## src/rtl/regarb_pkg.sv

```systemverilog
// regarb_pkg: shared types and helpers for the GPU register-file port arbiter.
//   arb_state_e  : issue-slot FSM states (IDLE / ISSUE / HOLD)
//   clog2_min1() : index/address width helper that never returns 0
package regarb_pkg;

  typedef enum logic [1:0] {
    IDLE  = 2'd0,
    ISSUE = 2'd1,
    HOLD  = 2'd2
  } arb_state_e;

  // Width of an index into n items; a single item still needs one bit.
  function automatic int clog2_min1(input int n);
    return (n > 1) ? $clog2(n) : 1;
  endfunction

endpackage

```

## src/rtl/rr_arbiter.sv

```systemverilog
// rr_arbiter: combinational round-robin arbiter.
//   req       : request vector
//   ptr       : highest-priority index for this cycle (kept by the parent)
//   enable    : when low no grant is produced
//   grant     : one-hot grant
//   grant_idx : index of the granted request
//   any_grant : a grant was produced
module rr_arbiter #(
  parameter int NUM_REQ = 4,
  parameter int IW      = 2
) (
  input  logic [NUM_REQ-1:0] req,
  input  logic [IW-1:0]      ptr,
  input  logic               enable,
  output logic [NUM_REQ-1:0] grant,
  output logic [IW-1:0]      grant_idx,
  output logic               any_grant
);

  always_comb begin
    int idx;
    grant     = '0;
    grant_idx = '0;
    any_grant = 1'b0;
    idx       = 0;
    if (enable) begin
      for (int k = 0; k < NUM_REQ; k++) begin
        // Explicit wrap so non-power-of-two NUM_REQ works.
        idx = int'(ptr) + k;
        if (idx >= NUM_REQ) idx = idx - NUM_REQ;
        if (!any_grant && req[idx]) begin
          any_grant  = 1'b1;
          grant[idx] = 1'b1;
          grant_idx  = IW'(idx);
        end
      end
    end
  end

endmodule

```

## src/rtl/regfile_gpu_arbiter.sv

```systemverilog
// regfile_gpu_arbiter: shares the GPU port of the integer register file among
// NUM_REQ requesters through a one-entry issue slot.
//   clk, reset            : clock, synchronous active-high reset
//   interrupt             : blocks new acceptances while high
//   req_valid/we/addr/wdata : per-requester requests (packed, requester i at [i*W +: W])
//   req_ready             : one-hot acceptance pulse
//   rsp_valid, rsp_data   : one-hot read response, one cycle after the access
//   cpu_w_en, cpu_w_rd    : CPU writeback port (for collision detection)
//   rf_*                  : register-file GPU port
//   busy                  : issue slot occupied
//   dbg_state, dbg_rr_ptr : FSM state and round-robin pointer
//   stat_grants, stat_holds : saturating counters, only with REGARB_STATS_EN
//
// Handshake: a request is held with stable payload while req_valid is high;
// it is transferred in the cycle req_ready[i] is high (valid & ready).
module regfile_gpu_arbiter
  import regarb_pkg::*;
#(
  parameter int NUM_REQ    = 4,
  parameter int DATA_WIDTH = 64,
  parameter int REG_NUM    = 32,
  parameter int AW         = clog2_min1(REG_NUM),
  parameter int IW         = clog2_min1(NUM_REQ)
) (
  input  logic                          clk,
  input  logic                          reset,
  input  logic                          interrupt,
  input  logic [NUM_REQ-1:0]            req_valid,
  input  logic [NUM_REQ-1:0]            req_we,
  input  logic [NUM_REQ*AW-1:0]         req_addr,
  input  logic [NUM_REQ*DATA_WIDTH-1:0] req_wdata,
  output logic [NUM_REQ-1:0]            req_ready,
  output logic [NUM_REQ-1:0]            rsp_valid,
  output logic [DATA_WIDTH-1:0]         rsp_data,
  input  logic                          cpu_w_en,
  input  logic [AW-1:0]                 cpu_w_rd,
  output logic [AW-1:0]                 rf_rs_gpu,
  input  logic [DATA_WIDTH-1:0]         rf_read_gpu,
  output logic                          rf_w_en_gpu,
  output logic [AW-1:0]                 rf_w_rd_gpu,
  output logic [DATA_WIDTH-1:0]         rf_w_result_gpu,
  output logic                          busy,
  output arb_state_e                    dbg_state,
  output logic [IW-1:0]                 dbg_rr_ptr
`ifdef REGARB_STATS_EN
  ,
  output logic [31:0]                   stat_grants,
  output logic [31:0]                   stat_holds
`endif
);

  typedef struct packed {
    logic [IW-1:0]         id;
    logic                  we;
    logic [AW-1:0]         addr;
    logic [DATA_WIDTH-1:0] wdata;
  } slot_t;

  arb_state_e            state_q;
  slot_t                 slot_q, next_slot;
  logic [IW-1:0]         rr_ptr;
  logic [AW-1:0]         rs_hold, wrd_hold;
  logic [DATA_WIDTH-1:0] wres_hold;
  logic                  conflict, complete, accept_en;
  logic [NUM_REQ-1:0]    grant;
  logic [IW-1:0]         grant_idx;
  logic                  any_grant;

  // x0 is never written by either port, so it cannot collide.
  assign conflict  = cpu_w_en && (cpu_w_rd == slot_q.addr) && (slot_q.addr != '0);
  assign complete  = !reset && (state_q == ISSUE) && !conflict;
  assign accept_en = !reset && !interrupt &&
                     ((state_q == IDLE) || ((state_q == ISSUE) && !conflict));

  rr_arbiter #(.NUM_REQ(NUM_REQ), .IW(IW)) u_arb (
    .req       (req_valid),
    .ptr       (rr_ptr),
    .enable    (accept_en),
    .grant     (grant),
    .grant_idx (grant_idx),
    .any_grant (any_grant)
  );

  always_comb begin
    next_slot    = slot_q;
    next_slot.id = grant_idx;
    for (int i = 0; i < NUM_REQ; i++) begin
      if (grant[i]) begin
        next_slot.we    = req_we[i];
        next_slot.addr  = req_addr[i*AW +: AW];
        next_slot.wdata = req_wdata[i*DATA_WIDTH +: DATA_WIDTH];
      end
    end
  end

  assign req_ready  = grant;
  assign busy       = (state_q != IDLE);
  assign dbg_state  = state_q;
  assign dbg_rr_ptr = rr_ptr;

  // Port drive is live only in a completing cycle; otherwise the address and
  // data lines keep their last driven values.
  assign rf_rs_gpu       = (complete && !slot_q.we) ? slot_q.addr  : rs_hold;
  assign rf_w_en_gpu     = complete && slot_q.we && (slot_q.addr != '0);
  assign rf_w_rd_gpu     = (complete && slot_q.we) ? slot_q.addr  : wrd_hold;
  assign rf_w_result_gpu = (complete && slot_q.we) ? slot_q.wdata : wres_hold;

  always_ff @(posedge clk) begin
    if (reset) begin
      state_q   <= IDLE;
      slot_q    <= '0;
      rr_ptr    <= '0;
      rs_hold   <= '0;
      wrd_hold  <= '0;
      wres_hold <= '0;
      rsp_valid <= '0;
      rsp_data  <= '0;
    end else begin
      rsp_valid <= '0;
      if (complete) begin
        if (slot_q.we) begin
          wrd_hold  <= slot_q.addr;
          wres_hold <= slot_q.wdata;
        end else begin
          rs_hold               <= slot_q.addr;
          rsp_valid[slot_q.id]  <= 1'b1;
          rsp_data              <= rf_read_gpu;
        end
      end
      if (any_grant) begin
        slot_q <= next_slot;
        rr_ptr <= (grant_idx == IW'(NUM_REQ - 1)) ? '0 : grant_idx + IW'(1);
      end
      case (state_q)
        IDLE:    if (any_grant) state_q <= ISSUE;
        ISSUE: begin
          if (conflict)       state_q <= HOLD;
          else if (any_grant) state_q <= ISSUE;
          else                state_q <= IDLE;
        end
        // A cleared conflict retries through ISSUE on the following cycle.
        HOLD:    if (!conflict) state_q <= ISSUE;
        default: state_q <= IDLE;
      endcase
    end
  end

`ifdef REGARB_STATS_EN
  always_ff @(posedge clk) begin
    if (reset) begin
      stat_grants <= '0;
      stat_holds  <= '0;
    end else begin
      if (any_grant && (stat_grants != '1))         stat_grants <= stat_grants + 32'd1;
      if ((state_q == HOLD) && (stat_holds != '1))  stat_holds  <= stat_holds + 32'd1;
    end
  end
`endif

endmodule
```

## config.mk

```make
export PLATFORM = sky130hd
export DESIGN_NAME = regfile_gpu_arbiter
export DESIGN_NICKNAME = d
export VERILOG_FILES = /design/src/rtl/regarb_pkg.sv /design/src/rtl/rr_arbiter.sv /design/src/rtl/regfile_gpu_arbiter.sv
export SDC_FILE = /design/constraint.sdc
export NUM_CORES = 1
export LEC_CHECK = 0
export BUFFER_PORTS_ARGS = -buffer_cell sky130_fd_sc_hd__buf_4
export CAP_MARGIN = 20
export CORE_AREA = 4 4 198 200
export DETAILED_ROUTE_END_ITERATION = 10
export DIE_AREA = 0 0 202 204
export HOLD_SLACK_MARGIN = 0.08
export PLACE_DENSITY = 0.57
export SLEW_MARGIN = 20
export SYNTH_ARGS = -nofsm -noshare
export SYNTH_HDL_FRONTEND = slang
export SYNTH_SLANG_ARGS = --single-unit
```

## constraint.sdc

```tcl
create_clock -name clk -period 6.35 [get_ports clk]
set_input_delay 0 -clock clk [delete_from_list [all_inputs] [get_ports clk]]
set_output_delay 0 -clock clk [all_outputs]
set_load 0.01 [all_outputs]
```

# Word level (Yosys, flattened, before mapping)
# Index checks and enable logic that the tools add are counted.
[totals]
ff_bits = 218
inputBits = 357
output_inout_bits = 152
word_cells = 143
[classes]
n_addsub = 8
n_lt_le_gt_ge = 14
eq_ne = 6
muxes = 64
n_bitwise = 5
n_reduce_logical = 35
[ops]
columns = ["operator", "n"]
rows = [
  ["$mux 70", 4],
  ["$mux 32", 8],
  ["$ge 32x1->1 const B", 4],
  ["$lt 32x4->1 const B", 4],
  ["$ge 32x4->1 const B", 3],
  ["$sub 32x4->32 const B", 3],
  ["$mux 64", 1],
  ["$mux 4", 8],
  ["$mux 1", 22],
  ["$logic_and 1x1->1", 18],
  ["$mux 2", 9],
  ["$or 4x4->4", 3],
  ["$demux 1 s2", 5],
  ["$mux 5", 2],
  ["$bmux 1 s2", 4],
  ["$reduce_and 2->1", 4],
  ["$logic_not 1->1", 7],
  ["$add 2x2->3 const B", 2],
  ["$pmux 2 s3", 1],
  ["$eq 5x5->1", 1],
  ["$reduce_bool 5->1", 1],
  ["$eq 2x2->1 const B", 2],
  ["$ne 2x2->1 const B", 2],
  ["$reduce_bool 4->1", 1],
  ["12 further kinds", 13],
]

# Depth between registers and ports, before layout
# Gate-level depths: netlist of run 1.
[depth]
word_depth = 29
ltp_mapped = 13
depth_no_buf = 9

# Hierarchy
# Synthesis of run 1 repeated with hierarchy kept, for this count alone.
[hier_totals]
hier_cells = 1177
hier_area_um2 = 12025.3
[modules_own_cells]
columns = ["mod", "n_inst", "cells_each", "area_per_inst_um2", "seq_area_each_um2"]
rows = [
  ["regfile_gpu_arbiter", 1, 1128, 11586.1, 4364.2],
  ["rr_arbiter", 1, 49, 439.2, 0.0],
]

# Worst setup path before layout of run 1
# No wires, ideal clock.
[synth_path]
path_kind = "flip-flop to flip-flop"
startpoint = "reg rr_ptr[0] (netlist: dbg_rr_ptr[0])"
endpoint = "reg slot_q[0] in the netlist's numbering"
setup_ps = 133
arrival_ps = 3193
required_ps = 6217
slack_ps = 3024
stages_incl_launch_ff = 12
path_cell_list = "dfxtp_1 > buf_2 > inv_2 > ha_1 > mux4_2 > a21oi_1 > a21oi_2 > o21ai_4 > buf_6 > mux2_4 > a222oi_1 > a21oi_1"
[synth_between]
elab_chain_len = 23
word_cells_on_any_way = 81
classes_between = "add/sub (7); order compare (12); mux (47); bitwise (3); reduce/logical (12)"
[synth_lines]
columns = ["item", "line_no", "rtl"]
rows = [
  ["start: declaration", "regfile_gpu_arbiter.sv:61", "logic [IW-1:0] rr_ptr;"],
  ["start signal: assignment", "regfile_gpu_arbiter.sv:132", "rr_ptr <= (grant_idx == IW'(NUM_REQ - 1)) ? '0 : grant_idx + IW'(1);"],
  ["branches (longest 23 deep; another with $sub 32x4->32)", "-", ""],
  ["end signal: assignment", "regfile_gpu_arbiter.sv:131", "slot_q <= next_slot;"],
  ["end: declaration", "regfile_gpu_arbiter.sv:60", "slot_t slot_q, next_slot;"],
]
# Parallel ways; which one is timed is not known. The select of a mux whose other input is x is not followed.
# A chain may end at the register's enable or synchronous reset.

# Worst setup path after layout of run 1
[layout_path]
startpoint = "reg rr_ptr[0] (netlist: dbg_rr_ptr[0])"
endpoint = "reg slot_q[12] in the netlist's numbering"
# The elaborated chain is that of the path after synthesis.

==> results of run 1 <==
==> kinds of logic after synthesis <==
kind of cell             after synthesis
XOR/XNOR                               7
flip-flops                           218
AND/OR/NAND/NOR                      315
multiplexers                         152
buffers and inverters                103
adder cells (fa/ha/maj)                5
AO/OA/AOI/OAI                        245
==> sequential cells by signal, summed over array words and instances, names as in the netlist <==
signal      cells
rsp_valid       4
wrd_hold        5
wres_hold      64
dbg_rr_ptr      2
slot_q         72
dbg_state       2
rsp_data       64
rs_hold         5
==> per-stage QoR <==
step / utilization / total power, uW / instances
floorplan: - / 2100 / 1045
global placement: 0.384 / 2440 / 1980
detailed placement: 0.384 / 2460 / 1980
CTS: 0.462 / 4130 / 2238
global route: 0.463 / 4300 / 2239
finish: 0.463 / 4080 / 2241
==> power groups by stage <==
stage	Combinational, uW	Sequential [uW]	Clock, uW
3_5_place_dp	840	1620	0
3_3_place_gp	830	1610	0
4_1_cts	1040	1590	1500
5_1_grt	1130	1600	1560
2_1_floorplan	516	1580	0
6_report	1040	1590	1450
==> synthesized netlist by cell type (all sizes together) (3+ instances only) <==
cell type and instances:
a21oi 147, nand2b 4, nor3b 3, mux2 145
and2 74, nand2 135, a222oi 70, mux4 3
inv 5, clkbuf 44, o21ai 7, ha 5
nor2 13, nor2b 4, xor2 5, nand3b 4
a22oi 3, mux2i 4, buf 54, dfxtp 218
nor3 5, nand3 64
==> area by class of cell <==
type / count / area (um2) / area share
Antenna cell: 3 / 7.51 / 0.000434
Sequential cell: 218 / 4360 / 0.252
Inverter: 5 / 25.0 / 0.00145
Clock inverter: 8 / 68.8 / 0.00398
Tap cell: 511 / 639 / 0.0369
Clock buffer: 40 / 764 / 0.0442
Multi-Input combinational cell: 724 / 5390 / 0.312
Timing Repair Buffer: 732 / 6050 / 0.349
==> per-layer routing <==
layer	vias up	share of wire	GRT usage
li1	5134	-	-
met1	5015	0.40	0.213
met2	447	0.48	0.311
met3	55	0.089	0.0528
met4	0	0.024	0.0508
met5	-	0	0
==> worst min-delay path: stages <==
cell,delay [ns]
buf_4,0.16
o41ai_2,0.15
mux2i_1,0.14
nor2_1,0.07
==> worst max-delay path by stage <==
stage | start | endpoint | cells after the start
final | dbg_rr_ptr[0]$_SDFFE_PP0P_ | slot_q[12]$_SDFFE_PP0P_ | 11
after global routing | dbg_rr_ptr[0]$_SDFFE_PP0P_ | slot_q[12]$_SDFFE_PP0P_ | 11
after CTS | dbg_rr_ptr[0]$_SDFFE_PP0P_ | slot_q[12]$_SDFFE_PP0P_ | 11
after detailed placement | dbg_rr_ptr[0]$_SDFFE_PP0P_ | slot_q[12]$_SDFFE_PP0P_ | 10
after global placement | dbg_rr_ptr[0]$_SDFFE_PP0P_ | slot_q[29]$_SDFFE_PP0P_ | 10
after floorplan | dbg_rr_ptr[0]$_SDFFE_PP0P_ | slot_q[0]$_SDFFE_PP0P_ | 11
==> out/results.ini, run 1 <==
[route]
drtAntennaViolNets = 0
first_pass_iters = 10
vias = 10700
drcViolationCount = 0
drt-initial-drc-count = 655
wire_per_inst_um = 17.7
wl_um = 39600
via_per_inst = 4.75

[synthesis]
synth_compound_area_frac = 0.165
synthSimpleGateAreaFrac = 0.150
synthArstFlopShare = 0
syn_area_um2 = 10300
synth_area_leader_cell = dfxtp_1
synth_warnings = 0
synthAdderAreaFrac = 0.00610
synth_xor_area_frac = 0.00598
synth_top_cell_area_share = 0.426
syn_nets = 1407
synth-seq-area-share = 0.426
synthCells = 1045
synth_edf_count = 0
synthMuxAreaShare = 0.195
yosys-top-cells-area = dfxtp_1, mux2_4, mux2_2, a21oi_1, a222oi_1
avgSynthCellArea_um2 = 9.81
ys_ff_latch = 218
ys.flop_type = dfxtp_1
synth_cell_type_count = 57
synth_top_family_by_area = multiplexers

[floorplan]
core-area_um2 = 37400
ios = 509
die_area_um2 = 41200
start_util = 0.274
fp.dieW_um = 202
die_h_um = 204
rows = 71

[power_and_ir_drop]
clockPowerShare = 0.355
combPwrFrac = 0.256
intPower_uw = 2970
p_leak_uw = 0.00820
seqPwrFrac = 0.389
power_switching_uw = 1100
power_density_nw_per_um2 = 235
ir_drop_uv = 190
switching_share = 0.270

[sta]
fin_crit_ns = 4.87
holdWs_ns = 0.0471
fin_ws_ns = 1.48
timing.fmax_mhz = 205
setup_viol = 0
hold_viol_final = 0
rsz0062_at_grt = no
fin_skew_ns = 0.0207
slew_headroom = 0.315
worst_slew_pin_slew_ns = 1.03
finalCritPeriodShare = 0.767
setup_tns_ns = 0
slew_viol_final = 0

[grt]
antenna_found_initial = 1
grtUsageTotal = 0.178
grt_pass1_wl_um = 60400
grt_overflow_total = 0
grt_max_degree = 127
grt_pass1_vias = 11000

[hold_path]
min_path_cells = 4
holdCritStartpoint = req_valid[2]
min_to = dbg_rr_ptr[1]$_SDFFE_PP0P_
hold_class = in -> reg

[finish]
num-fill-cells = 3449
drive_gt1_frac = 0.420
nNetsFinal = 2069
layout_commonest_cell = buf_4
area_delta_synth_final_pct = 68.8
layout.cells.most_common_list = buf_4, dfxtp_1, dlygate4sd3_1
finalInstanceArea_um2 = 17300

[clock_tree]
cts_setup_buffers = 0
ctsHoldBuffers = 210
clkTransAtPathRegs_ns = 0.06
cts_buffers = 26
cts.htree.levels = 1
clock_path_buffers = 3
clockRootBuffer = clkbuf_16
clk_latency_ns = 0.53
post_cts_resized = 0
cts_tree = yes
cts.sinks = 218

[setup_path]
crit_chain = inv_2 > ha_1 > mux4_2 > a21oi_1 > o21ai_0 > a22oi_1 > a21o_2 > buf_4 > a222oi_1 > dlygate4sd3_1 > a21oi_1
worstPathRequired_ns = 6.80
rrSetupSlack_ns = 1.48
max_stage_delay_ns = 0.74
r2r-end = slot_q[12]$_SDFFE_PP0P_
r2r_start = dbg_rr_ptr[0]$_SDFFE_PP0P_
cp-end-kind = register
worstSetupPathType = reg -> reg
crit_buf_inv = 3
reg2regPathDepth = 11
worstPathArrival_ns = 5.32
cp_slowest_cell = dfxtp_1
startpoint_type = register
crit_family = buffers and inverters
crit_fanout = 70
cpMostUsedCell = a21oi_1

[placement]
routabilityCongestion = 0.797
dp_hpwl_um = 27000
pre_cts_slack_ns = 2.07
portBuffers = 508
place_area_um2 = 14400

[outcome]
status = complete, no violations

[job]
drv_cap = 0

Power figures use the tool's default switching activity.
==> run 2, diff against run 1 <==
CORE_AREA = 4 4 195 197   (was 4 4 198 200)
DIE_AREA = 0 0 199 201   (was 0 0 202 204)
PLACE_DENSITY = 0.59   (was 0.57)
clock period = 4.5 ns   (was 6.35 ns; I/O delays follow)
==> out/results.ini, run 2 (synthesis results as in run 1) <==
[outcome]
status = complete, no violations

[setup_path]
crit_fanout = 38
worstSetupPathType = reg -> reg
worstPathRequired_ns = 4.90
cp-end-kind = register
worstPathArrival_ns = 4.62
startpoint_type = register

[sta]
finalCritPeriodShare = 0.939
fin_crit_ns = 4.23
slew_headroom = 0.401
setup_tns_ns = 0
timing.fmax_mhz = 237
hold_viol_final = 0
worst_slew_pin_slew_ns = 0.897
fin_skew_ns = 0.0148
slew_viol_final = 0
rsz0062_at_grt = no
setup_viol = 0

[floorplan]
die_area_um2 = 40000
rows = 70
die_h_um = 201
ios = 509
fp.dieW_um = 199
start_util = 0.283
core-area_um2 = 36300

[route]
vias = 10800
drt-initial-drc-count = 600
top_layer_used = met4
drcViolationCount = 0
wl_met3_um = 3710
first_pass_iters = 8
wl_um = 41700
wire_per_inst_um = 18.8
via_per_inst = 4.88
drtAntennaViolNets = 0
wl_met2_um = 20000
drt-met1-wl_um = 16200

[hold_path]
hold_class = in -> reg

[clock_tree]
clk_latency_ns = 0.52
clockRootBuffer = clkbuf_16
cts.sinks = 218
cts_buffers = 25
cts.htree.levels = 1
clkTransAtPathRegs_ns = 0.06
cts_tree = yes
clock_path_buffers = 3

[power_and_ir_drop]
p_leak_uw = 0.00835
ir_drop_uv = 247
power_density_nw_per_um2 = 332

[grt]
grt_overflow_total = 0
grt_pass1_vias = 11400
antenna_found_initial = 2
grt_pass1_wl_um = 61800
grt_max_degree = 123
grtUsageTotal = 0.190

[placement]
portBuffers = 508
routabilityCongestion = 0.812
dp_hpwl_um = 28700

[finish]
largest_registers = slot_q (72), rsp_data (64), wres_hold (64)
drive_gt1_frac = 0.428
layout_commonest_cell = buf_4
largest_reg_flops = 72
top_register = slot_q
area_delta_synth_final_pct = 71.3
nNetsFinal = 2094
fin_util = 0.484
layout.cells.most_common_list = buf_4, dfxtp_1, dlygate4sd3_1

[job]
drv_cap = 0

-- run 2: changes by cell type in the layout (fill, tap and decap cells not counted), moves of 2 or more --
| cell | change |
|---|---|
| buf_12 | +8 |
| buf_4 | +12 |
| bufinv_16 | +2 |
| clkbuf_1 | -3 |
| clkbuf_16 | -2 |
| clkinv_2 | -2 |
| dlygate4sd3_1 | +4 |
-- run 2: layout make-up --
| cell class | count | area (um2) |
|---|---|---|
| Tap cell | 468 | 586 |
| Sequential cell | 218 | 4370 |
| Clock inverter | 9 | 123 |
| Fill cell | 3311 | 18700 |
| Inverter | 5 | 23.8 |
| Antenna cell | 3 | 7.51 |
| Timing Repair Buffer | 757 | 6350 |
| Clock buffer | 35 | 703 |
| Multi-Input combinational cell | 725 | 5410 |
-- run 2: critical path: stages, from the launching register on --
cell and delay [ns]:
dfxtp_2 0.45, inv_1 0.12, ha_2 0.47, mux4_2 0.61, a21oi_1 0.21, a21oi_2 0.10, o21ai_4 0.17, buf_12 0.31
buf_4 0.25, mux2_4 0.31, a222oi_1 0.35, dlygate4sd3_1 0.63, a21oi_1 0.07
-- run 2: through the flow --
stage | total power (uW) | area, um2 | hold slack, ns | worst slack (ns) | std cells
floorplan | 2960 | 10300 | 0.0989 | 1.17 | 1045
global placement | 3500 | 14600 | 0.183 | 0.759 | 1957
detailed placement | 3520 | 14600 | 0.186 | 0.638 | 1958
CTS | 5890 | 17500 | 0.119 | 0.103 | 2216
global route | 6130 | 17600 | 0.151 | 0.149 | 2218
finish | 5840 | 17600 | 0.135 | 0.273 | 2220
-- run 2: power breakdown --
group	internal (uW)	leakage [uW]	switching, uW
combinational	913	0.00616	651
sequential	2110	0.00178	113
clock	1260	0.000406	801
total	4270	0.00835	1570
-- run 2: routing by layer --
layer / global-route usage / vias to the layer above
li1: - / 5184
met1: 0.216 / 5062
met2: 0.334 / 486
met3: 0.0579 / 95
met4: 0.0725 / 0
met5: 0 / -
-- run 2: path summary, 6_finish.rpt --
check                                   from                   endpoint  slack [ns]  cells past startpoint
hold / removal                   cpu_w_rd[4]  dbg_state[1]$_SDFFE_PP0P_        0.14                      6
setup reg to reg  dbg_rr_ptr[1]$_SDFFE_PP0P_    slot_q[67]$_SDFFE_PP0P_        0.27                     12
setup / recovery  dbg_rr_ptr[1]$_SDFFE_PP0P_    slot_q[67]$_SDFFE_PP0P_        0.27                     12
hold reg to reg    rsp_data[37]$_SDFFE_PP0P_  rsp_data[37]$_SDFFE_PP0P_        0.46                      2
-- run 2: timing repair --
item	CTS	global route
resized for setup	0	3
hold buffers	214	0
endpoints found under the setup margin	0	60
setup buffers	0	0
hold endpoints to repair	140	0
